## src/rtl/psram_arbiter_if.sv

```systemverilog
// ----------------------------------------------------------------------------
// psram_arbiter_if
// Bundles every signal that runs between the requester fabric, the arbiter
// and the quad-SPI PSRAM master.
//
// Requester side (per port, packed; port i lives at [i*W +: W]):
//   req_valid/req_we/req_addr/req_len   burst command from each port
//   req_ready                           one-cycle accept pulse
//   wdata / wdata_ack                   write data and word-consumed pulse
//   rdata / rdata_valid                 shared read data, per-port valid
//   done / err                          burst finished, err = timeout abort
// Master side:
//   m_addr, m_data_in, m_wr_req, m_rd_req    arbiter -> master
//   m_data_out, m_wr_valid, m_rd_valid       master  -> arbiter
//
// Modports: slave  = the arbiter's view
//           master = the environment's view (requesters + PSRAM master)
// ----------------------------------------------------------------------------
interface psram_arbiter_if #(
    parameter int NREQ = 2,
    parameter int ASZ  = 22,
    parameter int DSZ  = 16,
    parameter int LSZ  = 8
);
    logic [NREQ-1:0]     req_valid;
    logic [NREQ-1:0]     req_we;
    logic [NREQ*ASZ-1:0] req_addr;
    logic [NREQ*LSZ-1:0] req_len;
    logic [NREQ-1:0]     req_ready;
    logic [NREQ*DSZ-1:0] wdata;
    logic [NREQ-1:0]     wdata_ack;
    logic [DSZ-1:0]      rdata;
    logic [NREQ-1:0]     rdata_valid;
    logic [NREQ-1:0]     done;
    logic                err;
    logic [ASZ-1:0]      m_addr;
    logic [DSZ-1:0]      m_data_in;
    logic [DSZ-1:0]      m_data_out;
    logic                m_wr_req;
    logic                m_rd_req;
    logic                m_wr_valid;
    logic                m_rd_valid;

    modport slave (
        input  req_valid, req_we, req_addr, req_len, wdata,
        input  m_data_out, m_wr_valid, m_rd_valid,
        output req_ready, wdata_ack, rdata, rdata_valid, done, err,
        output m_addr, m_data_in, m_wr_req, m_rd_req
    );

    modport master (
        output req_valid, req_we, req_addr, req_len, wdata,
        output m_data_out, m_wr_valid, m_rd_valid,
        input  req_ready, wdata_ack, rdata, rdata_valid, done, err,
        input  m_addr, m_data_in, m_wr_req, m_rd_req
    );
endinterface

```

## src/rtl/psram_arbiter.sv

```systemverilog
// ----------------------------------------------------------------------------
// psram_arbiter
// Round-robin arbiter sharing one quad-SPI PSRAM master between NREQ ports.
// A granted burst command (direction, address, length) is latched, the
// master's level request is held for exactly len+1 words, and then a
// minimum deselect gap is enforced before the next grant. A watchdog aborts
// a burst that sees no master strobe for TMO cycles (done with err=1).
//
// Ports:
//   clk    system clock
//   reset  asynchronous active-high reset
//   bus    psram_arbiter_if.slave - requester and master signals
// ----------------------------------------------------------------------------
module psram_arbiter #(
    parameter int NREQ = 2,
    parameter int ASZ  = 22,
    parameter int DSZ  = 16,
    parameter int LSZ  = 8,
    parameter int GAP  = 4,
    parameter int TMO  = 255
) (
    input  logic           clk,
    input  logic           reset,
    psram_arbiter_if.slave bus
);
    localparam int GW = (NREQ > 1) ? $clog2(NREQ) : 1;
    localparam int TW = (TMO > 1) ? $clog2(TMO + 1) : 1;
    localparam int PW = (GAP > 1) ? $clog2(GAP) : 1;

    typedef enum logic [1:0] {S_IDLE, S_BURST, S_GAP} state_t;

    state_t         state_q, state_d;
    logic           we_q, we_d;
    logic [ASZ-1:0] addr_q, addr_d;
    logic [LSZ-1:0] len_q, len_d;
    logic [GW-1:0]  gnt_q, gnt_d;
    logic [GW-1:0]  last_q, last_d;
    logic [LSZ:0]   cnt_q, cnt_d;
    logic [TW-1:0]  wdog_q, wdog_d;
    logic [PW-1:0]  gap_q, gap_d;
    logic [DSZ-1:0] rdata_q, rdata_d;
    logic [NREQ-1:0] rvalid_q, rvalid_d;
    logic [NREQ-1:0] done_q, done_d;
    logic           err_q, err_d;

    // Per-port views of the packed command/data buses.
    logic [ASZ-1:0] addr_arr  [NREQ];
    logic [LSZ-1:0] len_arr   [NREQ];
    logic [DSZ-1:0] wdata_arr [NREQ];

    genvar gi;
    generate
        for (gi = 0; gi < NREQ; gi++) begin : g_unpack
            assign addr_arr[gi]  = bus.req_addr[gi*ASZ +: ASZ];
            assign len_arr[gi]   = bus.req_len[gi*LSZ +: LSZ];
            assign wdata_arr[gi] = bus.wdata[gi*DSZ +: DSZ];
        end
    endgenerate

    // Round-robin search: rotate the request vector so that the port after
    // last_grant sits at bit 0, then take the lowest set bit.
    logic [GW:0]     rot_amt;
    logic [NREQ-1:0] rot;
    logic            found;
    logic [GW-1:0]   pick;

    always_comb begin
        rot_amt = {1'b0, last_q} + 1'b1;
        rot     = NREQ'({bus.req_valid, bus.req_valid} >> rot_amt);
        found   = 1'b0;
        pick    = '0;
        for (int k = NREQ - 1; k >= 0; k--) begin
            if (rot[k]) begin
                found = 1'b1;
                pick  = GW'((int'(last_q) + 1 + k) % NREQ);
            end
        end
    end

    logic            in_burst;
    logic            wr_hit;
    logic            rd_hit;
    logic [NREQ-1:0] gnt_oh;
    logic [NREQ-1:0] pick_oh;

    assign in_burst = (state_q == S_BURST);
    // Only strobes matching the latched direction during a burst count.
    assign wr_hit   = in_burst &  we_q & bus.m_wr_valid;
    assign rd_hit   = in_burst & ~we_q & bus.m_rd_valid;
    assign gnt_oh   = NREQ'(1) << gnt_q;
    assign pick_oh  = NREQ'(1) << pick;

    always_comb begin
        state_d  = state_q;
        we_d     = we_q;
        addr_d   = addr_q;
        len_d    = len_q;
        gnt_d    = gnt_q;
        last_d   = last_q;
        cnt_d    = cnt_q;
        wdog_d   = wdog_q;
        gap_d    = gap_q;
        rdata_d  = rdata_q;
        rvalid_d = '0;
        done_d   = '0;
        err_d    = 1'b0;

        case (state_q)
            S_IDLE: begin
                if (found) begin
                    we_d    = bus.req_we[pick];
                    addr_d  = addr_arr[pick];
                    len_d   = len_arr[pick];
                    gnt_d   = pick;
                    last_d  = pick;
                    cnt_d   = '0;
                    wdog_d  = '0;
                    state_d = S_BURST;
                end
            end

            S_BURST: begin
                if (wr_hit || rd_hit) begin
                    if (rd_hit) begin
                        rdata_d  = bus.m_data_out;
                        rvalid_d = gnt_oh;
                    end
                    wdog_d = '0;
                    cnt_d  = cnt_q + 1'b1;
                    // A final strobe wins over a watchdog expiry in the same cycle.
                    if (cnt_d == ({1'b0, len_q} + 1'b1)) begin
                        done_d  = gnt_oh;
                        gap_d   = PW'(GAP - 1);
                        state_d = S_GAP;
                    end
                end else if (wdog_q == TW'(TMO - 1)) begin
                    done_d  = gnt_oh;
                    err_d   = 1'b1;
                    gap_d   = PW'(GAP - 1);
                    state_d = S_GAP;
                end else begin
                    wdog_d = wdog_q + 1'b1;
                end
            end

            S_GAP: begin
                // GAP-1 cycles here plus the IDLE grant cycle give exactly
                // GAP cycles of deasserted master request between bursts.
                if (gap_q <= PW'(1)) begin
                    state_d = S_IDLE;
                end else begin
                    gap_d = gap_q - 1'b1;
                end
            end

            default: state_d = S_IDLE;
        endcase
    end

    always_ff @(posedge clk or posedge reset) begin
        if (reset) begin
            state_q  <= S_IDLE;
            we_q     <= 1'b0;
            addr_q   <= '0;
            len_q    <= '0;
            gnt_q    <= '0;
            last_q   <= GW'(NREQ - 1);
            cnt_q    <= '0;
            wdog_q   <= '0;
            gap_q    <= '0;
            rdata_q  <= '0;
            rvalid_q <= '0;
            done_q   <= '0;
            err_q    <= 1'b0;
        end else begin
            state_q  <= state_d;
            we_q     <= we_d;
            addr_q   <= addr_d;
            len_q    <= len_d;
            gnt_q    <= gnt_d;
            last_q   <= last_d;
            cnt_q    <= cnt_d;
            wdog_q   <= wdog_d;
            gap_q    <= gap_d;
            rdata_q  <= rdata_d;
            rvalid_q <= rvalid_d;
            done_q   <= done_d;
            err_q    <= err_d;
        end
    end

    // Acceptance is combinational in IDLE; held off while reset is asserted
    // so every output reads zero during reset.
    assign bus.req_ready   = (state_q == S_IDLE && found && !reset) ? pick_oh : '0;
    assign bus.wdata_ack   = wr_hit ? gnt_oh : '0;
    assign bus.rdata       = rdata_q;
    assign bus.rdata_valid = rvalid_q;
    assign bus.done        = done_q;
    assign bus.err         = err_q;
    assign bus.m_addr      = addr_q;
    assign bus.m_data_in   = in_burst ? wdata_arr[gnt_q] : '0;
    assign bus.m_wr_req    = in_burst &  we_q;
    assign bus.m_rd_req    = in_burst & ~we_q;
endmodule

```

## src/flat_wrapper.sv

```systemverilog
// flat-port wrapper written by rule: the top's interface ports become plain ports
module psram_arbiter_flat 
#(
    parameter int NREQ = 2,
    parameter int ASZ  = 22,
    parameter int DSZ  = 16,
    parameter int LSZ  = 8,
    parameter int GAP  = 4,
    parameter int TMO  = 255
)
  (clk, reset, bus_req_valid, bus_req_we, bus_req_addr, bus_req_len, bus_wdata, bus_m_data_out, bus_m_wr_valid, bus_m_rd_valid, bus_req_ready, bus_wdata_ack, bus_rdata, bus_rdata_valid, bus_done, bus_err, bus_m_addr, bus_m_data_in, bus_m_wr_req, bus_m_rd_req);
  psram_arbiter_if #(.NREQ(NREQ), .ASZ(ASZ), .DSZ(DSZ), .LSZ(LSZ)) bus_i ();
  input  logic clk;
  input  logic reset;
  input wire logic [$bits(bus_i.req_valid)-1:0] bus_req_valid;
  input wire logic [$bits(bus_i.req_we)-1:0] bus_req_we;
  input wire logic [$bits(bus_i.req_addr)-1:0] bus_req_addr;
  input wire logic [$bits(bus_i.req_len)-1:0] bus_req_len;
  input wire logic [$bits(bus_i.wdata)-1:0] bus_wdata;
  input wire logic [$bits(bus_i.m_data_out)-1:0] bus_m_data_out;
  input wire logic [$bits(bus_i.m_wr_valid)-1:0] bus_m_wr_valid;
  input wire logic [$bits(bus_i.m_rd_valid)-1:0] bus_m_rd_valid;
  output wire logic [$bits(bus_i.req_ready)-1:0] bus_req_ready;
  output wire logic [$bits(bus_i.wdata_ack)-1:0] bus_wdata_ack;
  output wire logic [$bits(bus_i.rdata)-1:0] bus_rdata;
  output wire logic [$bits(bus_i.rdata_valid)-1:0] bus_rdata_valid;
  output wire logic [$bits(bus_i.done)-1:0] bus_done;
  output wire logic [$bits(bus_i.err)-1:0] bus_err;
  output wire logic [$bits(bus_i.m_addr)-1:0] bus_m_addr;
  output wire logic [$bits(bus_i.m_data_in)-1:0] bus_m_data_in;
  output wire logic [$bits(bus_i.m_wr_req)-1:0] bus_m_wr_req;
  output wire logic [$bits(bus_i.m_rd_req)-1:0] bus_m_rd_req;
  assign bus_i.req_valid = bus_req_valid;
  assign bus_i.req_we = bus_req_we;
  assign bus_i.req_addr = bus_req_addr;
  assign bus_i.req_len = bus_req_len;
  assign bus_i.wdata = bus_wdata;
  assign bus_i.m_data_out = bus_m_data_out;
  assign bus_i.m_wr_valid = bus_m_wr_valid;
  assign bus_i.m_rd_valid = bus_m_rd_valid;
  assign bus_req_ready = bus_i.req_ready;
  assign bus_wdata_ack = bus_i.wdata_ack;
  assign bus_rdata = bus_i.rdata;
  assign bus_rdata_valid = bus_i.rdata_valid;
  assign bus_done = bus_i.done;
  assign bus_err = bus_i.err;
  assign bus_m_addr = bus_i.m_addr;
  assign bus_m_data_in = bus_i.m_data_in;
  assign bus_m_wr_req = bus_i.m_wr_req;
  assign bus_m_rd_req = bus_i.m_rd_req;
  psram_arbiter #(.NREQ(NREQ), .ASZ(ASZ), .DSZ(DSZ), .LSZ(LSZ), .GAP(GAP), .TMO(TMO)) u_core (.clk(clk), .reset(reset), .bus(bus_i));
endmodule
```

## config.mk

```make
export PLATFORM = sky130hd
export DESIGN_NAME = psram_arbiter_flat
export DESIGN_NICKNAME = d
export VERILOG_FILES = /design/src/rtl/psram_arbiter_if.sv /design/src/rtl/psram_arbiter.sv /design/src/flat_wrapper.sv
export SDC_FILE = /design/constraint.sdc
export NUM_CORES = 1
export LEC_CHECK = 0
export BUFFER_PORTS_ARGS = -buffer_cell sky130_fd_sc_hd__buf_2
export CAP_MARGIN = 20
export CELL_PAD_IN_SITES_DETAIL_PLACEMENT = 0
export CELL_PAD_IN_SITES_GLOBAL_PLACEMENT = 1
export CORE_UTILIZATION = 37
export CTS_CLUSTER_SIZE = 12
export DETAILED_ROUTE_END_ITERATION = 16
export PLACE_DENSITY_LB_ADDON = 0.1
export SYNTH_ARGS = -nofsm -noshare
export SYNTH_HDL_FRONTEND = slang
export SYNTH_SLANG_ARGS = --single-unit
```

## constraint.sdc

```tcl
create_clock -name clk -period 13.8 [get_ports clk]
set_input_delay 4.14 -clock clk [delete_from_list [all_inputs] [get_ports clk]]
set_output_delay 4.14 -clock clk [all_outputs]
set_load 0.005 [all_outputs]
```

==> summary by stage <==
Yosys
The most instantiated flip-flop cell in the synthesis netlist is sky130_fd_sc_hd__dfrtp_1. The compound-cell area share of the yosys netlist came to 0.0982. Counting flops and latches in the post-synthesis netlist gives 75. Of the total synthesized cell area, the portion taken by full adders, half adders and majority gates is 0.0159. The most numerous cell in the Yosys netlist is sky130_fd_sc_hd__dfrtp_1. After synthesis, the share of flip-flops with an asynchronous set or reset is 1.00. The Yosys step of the flow raised 0 warnings. After synthesis, the largest family of logic cells by area is multiplexers. Counting flops with a built-in enable in the synthesized netlist gives 0. For this run, the register share of the synthesized area comes to 0.478. The library cell with the largest summed area after synthesis is sky130_fd_sc_hd__dfrtp_1. By area the synthesized netlist is led by sky130_fd_sc_hd__dfrtp_1 47%, sky130_fd_sc_hd__mux2i_1 12%, sky130_fd_sc_hd__o21ai_0 5.9%. The commonest cells after synthesis are 74 x sky130_fd_sc_hd__dfrtp_1, 48 x sky130_fd_sc_hd__mux2i_1, 46 x sky130_fd_sc_hd__o21ai_0, 45 x sky130_fd_sc_hd__nand2_1, 35 x sky130_fd_sc_hd__nor2_1.

The share of synthesized area in the top cell type comes to 0.472. The simple-gate share of the synthesized area is 0.162. Of the total synthesized cell area, the portion taken by XOR and XNOR cells is 0.0526.

Counting every net in the synthesized netlist gives 508. After technology mapping, the gate count stands at 387. The fraction of synthesized area in multiplexers is 0.168. The number of unique standard cell types used by synthesis is 44.

The synthesized netlist occupies a cell area of 0.00393 mm2. The synthesized area per cell is 10.1 um2.

Clock tree
The number of buffers inserted by hold repair at cts is 0. The number of buffers added for setup after CTS is 0. Gates resized during post-CTS repair numbered 0. Clock-pin slew was measured on the worst setup and hold paths at 0.07 ns. Clock tree synthesis found a total of 75 sinks. In this run the deepest clock path goes through 2 buffers. The count of H-tree levels built during CTS is 3.

The clock latency at the later pin of the worst-skew pair is 0.35 ns. TritonCTS built the clock tree. The clock tree root driver cell is sky130_fd_sc_hd__clkbuf_8.

The number of buffers inserted during clock tree synthesis is 9.

Die
In this run the count of I/O pins placed on the die edge is 181. The floorplan step set the die height to 105 um. The floorplan step defined a core boundary enclosing 0.0103 mm2.

The floorplan has 37 rows. The die footprint is 0.0110 mm2. The initial utilization of the core area, before any placement, comes to 0.380.

In this run the horizontal extent of the chip is 105 um.

Layout
For this run, the share of the core covered by cells in the final layout is 0.502. In the final layout, flip-flops and latches occupy 0.00188 mm2. The growth of design area from synthesis to finish is 32.1%. The fraction of layout cells with a size suffix above 1 is 0.399.

The number of nets in the final layout is 683. The repair_antennas step left the layout with diodes totalling 0. Counting the fill cells in the layout gives 986. The multi-input combinational cells in the finished layout cover a total of 0.00197 mm2.

Critical path
The slowest stage of the critical path belongs to the cell sky130_fd_sc_hd__buf_4. The category of the most critical setup path is in2out. The maximum net fanout on the critical path is 76.

The critical path goes through buf_2 -> clkinv_2 -> buf_4 -> and3_1 -> buf_2. Data on the critical path is required at its endpoint by 9.66 ns. The delay of the slowest cell on the worst path is 0.72 ns.

The worst setup path is captured at an output pin. The critical path arrival is 5.39 ns. The most numerous cell type found on the critical path is sky130_fd_sc_hd__buf_2. The startpoint class of the critical path is an input port.

Power
Of the total power, the share spent switching nets is 0.364. The part of the total power dissipated in sequential elements is 0.395. Cell internal power was estimated by the tool at 618 uW. The leakage power total is 2.60 nW. The combinational share of power is 0.409. The switching power is 353 uW. In this run the power density over the cells is 187 mW/mm2. The worst IR drop on VDD is 70.2 uV.

Summing internal, switching and leakage power gives 971 uW. Of the total power, the clock network draws 0.196.

STA
Static timing analysis puts the maximum clock frequency at 105 MHz. Setup violations remaining at the end of the flow were counted as 0. The number of failing hold endpoints at the final stage came to 0. For the final database, setup skew stands at 0.0130 ns. Of the available clock period, the critical path in the final layout requires 0.690. In this run the tightest slew margin relative to its limit is 0.299. The setup TNS is 0 ns.

The final number of max-transition violations was 0. Setup repair after global routing left no endpoint under its margin. The clock period could shrink to 9.53 ns. For the pin with the worst max-slew slack, the measured transition is 1.05 ns.

Drt
The number of detailed-route iterations in the first pass is 4. After the first detailed-routing iteration, the DRC count stood at 133. The total number of vias is 3348. The residual DRC count is 0.

The final layout contains routed wiring with a total length of 9500 um. After detailed routing, the average wire length per cell comes to 13.5 um. The detail route stage leaves a number of antenna-violating nets equal to 0. Dividing the detail-routed via count by the number of cells gives 4.76.

Global routing
The number of antenna violations at the first check in global routing is 0. After global routing the overflow that remains totals 0. The global-route wire length before repair is 15700 um. Entering global routing, the biggest net connects 77 pins.

The number of global-route vias before repair is 3174. The overall routing resource usage is 0.179.

Place
The last weighted congestion value of the routability-driven placer is 0.779. Detailed placement finished with a half-perimeter wire length of 7220 um. In this run the tool buffered the top-level ports with 180 buffer cells.

Job
The total of max-cap violations is 0.

Run status
The run finished with clean final reports.

Worst hold path
The kind of path behind the tightest hold check is reg2reg.
==> metal layers <==
metal  wire, um  vias up  GRT usage
met1       4450     1489      0.239
met5          0        -          0
li1           -     1703          -
met3        631       10     0.0337
met4        114        0     0.0604
met2       4300      146      0.290
==> power by group through the flow <==
stage	combinational, mW	sequential (mW)	clock (mW)
detailed placement	0.404	0.387	0
finish	0.397	0.384	0.190
global placement	0.398	0.386	0
global route	0.446	0.400	0.206
floorplan	0.262	0.368	0
CTS	0.403	0.385	0.197
==> placed cells by master (no fill, tap or decap), types with 4 or more instances in the layout <==
cell / count
sky130_fd_sc_hd__and3_1: 5
sky130_fd_sc_hd__a21oi_1: 5
sky130_fd_sc_hd__o21ai_0: 46
sky130_fd_sc_hd__mux2i_1: 48
sky130_fd_sc_hd__nor3_1: 5
sky130_fd_sc_hd__dfrtp_1: 74
sky130_fd_sc_hd__xnor2_1: 15
sky130_fd_sc_hd__xor2_1: 6
sky130_fd_sc_hd__ha_1: 5
sky130_fd_sc_hd__buf_2: 180
sky130_fd_sc_hd__mux2_2: 16
sky130_fd_sc_hd__and4_1: 4
sky130_fd_sc_hd__clkbuf_8: 11
sky130_fd_sc_hd__nand3_1: 12
sky130_fd_sc_hd__nor2_1: 35
sky130_fd_sc_hd__nand2_1: 45
==> metrics by stage <==
| step | setup slack [ns] | instances | hold WS, ns | area [um2] |
|---|---|---|---|---|
| finish | 4.27 | 703 | 0.476 | 5190 |
| global route | 4.02 | 703 | 0.505 | 5190 |
| CTS | 4.17 | 703 | 0.483 | 5190 |
| detailed placement | 4.17 | 687 | 0.466 | 4960 |
| global placement | 4.20 | 687 | 0.457 | 4960 |
| floorplan | 3.58 | 387 | 0.445 | 3930 |
==> state kept, by name, summed over array words and instances, names as in the netlist <==
name,flops
u_core.bus.err,1
u_core.wdog_q,8
u_core.bus.rdata_valid,2
u_core.state_q,2
u_core.last_q,1
u_core.gnt_q,1
u_core.bus.m_addr,22
u_core.len_q,8
u_core.gap_q,2
u_core.we_q,1
u_core.cnt_q,9
u_core.bus.done,2
u_core.bus.rdata,16
==> critical path: cells and delay by family <==
kind                   cells  cell delay (ns)
AND/OR/NAND/NOR            1             0.27
buffers and inverters      4             0.97
==> layout make-up <==
type                            instances  share of cell area
Multi-Input combinational cell        289               0.380
Sequential cell                        75               0.362
Timing Repair Buffer                  183               0.178
Tap cell                              136              0.0328
Clock buffer                           12              0.0299
Clock inverter                          4              0.0140
Inverter                                4             0.00314
==> worst paths after layout <==
| check | from | to | slack (ns) | cells after the start |
|---|---|---|---|---|
| worst max-delay path | reset | bus_req_ready[1] | 4.27 | 5 |
| worst min-delay path | u_core.bus.m_addr[0] | u_core.bus.m_addr[0] | 0.48 | 2 |
| worst max register to register | u_core.state_q[1] | u_core.state_q[0] | 10.98 | 6 |
| worst min register to register | u_core.bus.m_addr[0] | u_core.bus.m_addr[0] | 0.48 | 2 |
| max in group asynchronous | reset | u_core.bus.rdata[13] | 9.11 | 3 |
| min in group asynchronous | reset | u_core.bus.m_addr[5] | 4.10 | 3 |
==> kinds of logic after synthesis <==
kind of cell | Yosys count
AND/OR/NAND/NOR | 130
adder cells (fa/ha/maj) | 5
AO/OA/AOI/OAI | 68
buffers and inverters | 23
flip-flops | 75
multiplexers | 64
XOR/XNOR | 22
Note: power is estimated with default switching activity, not from simulation.
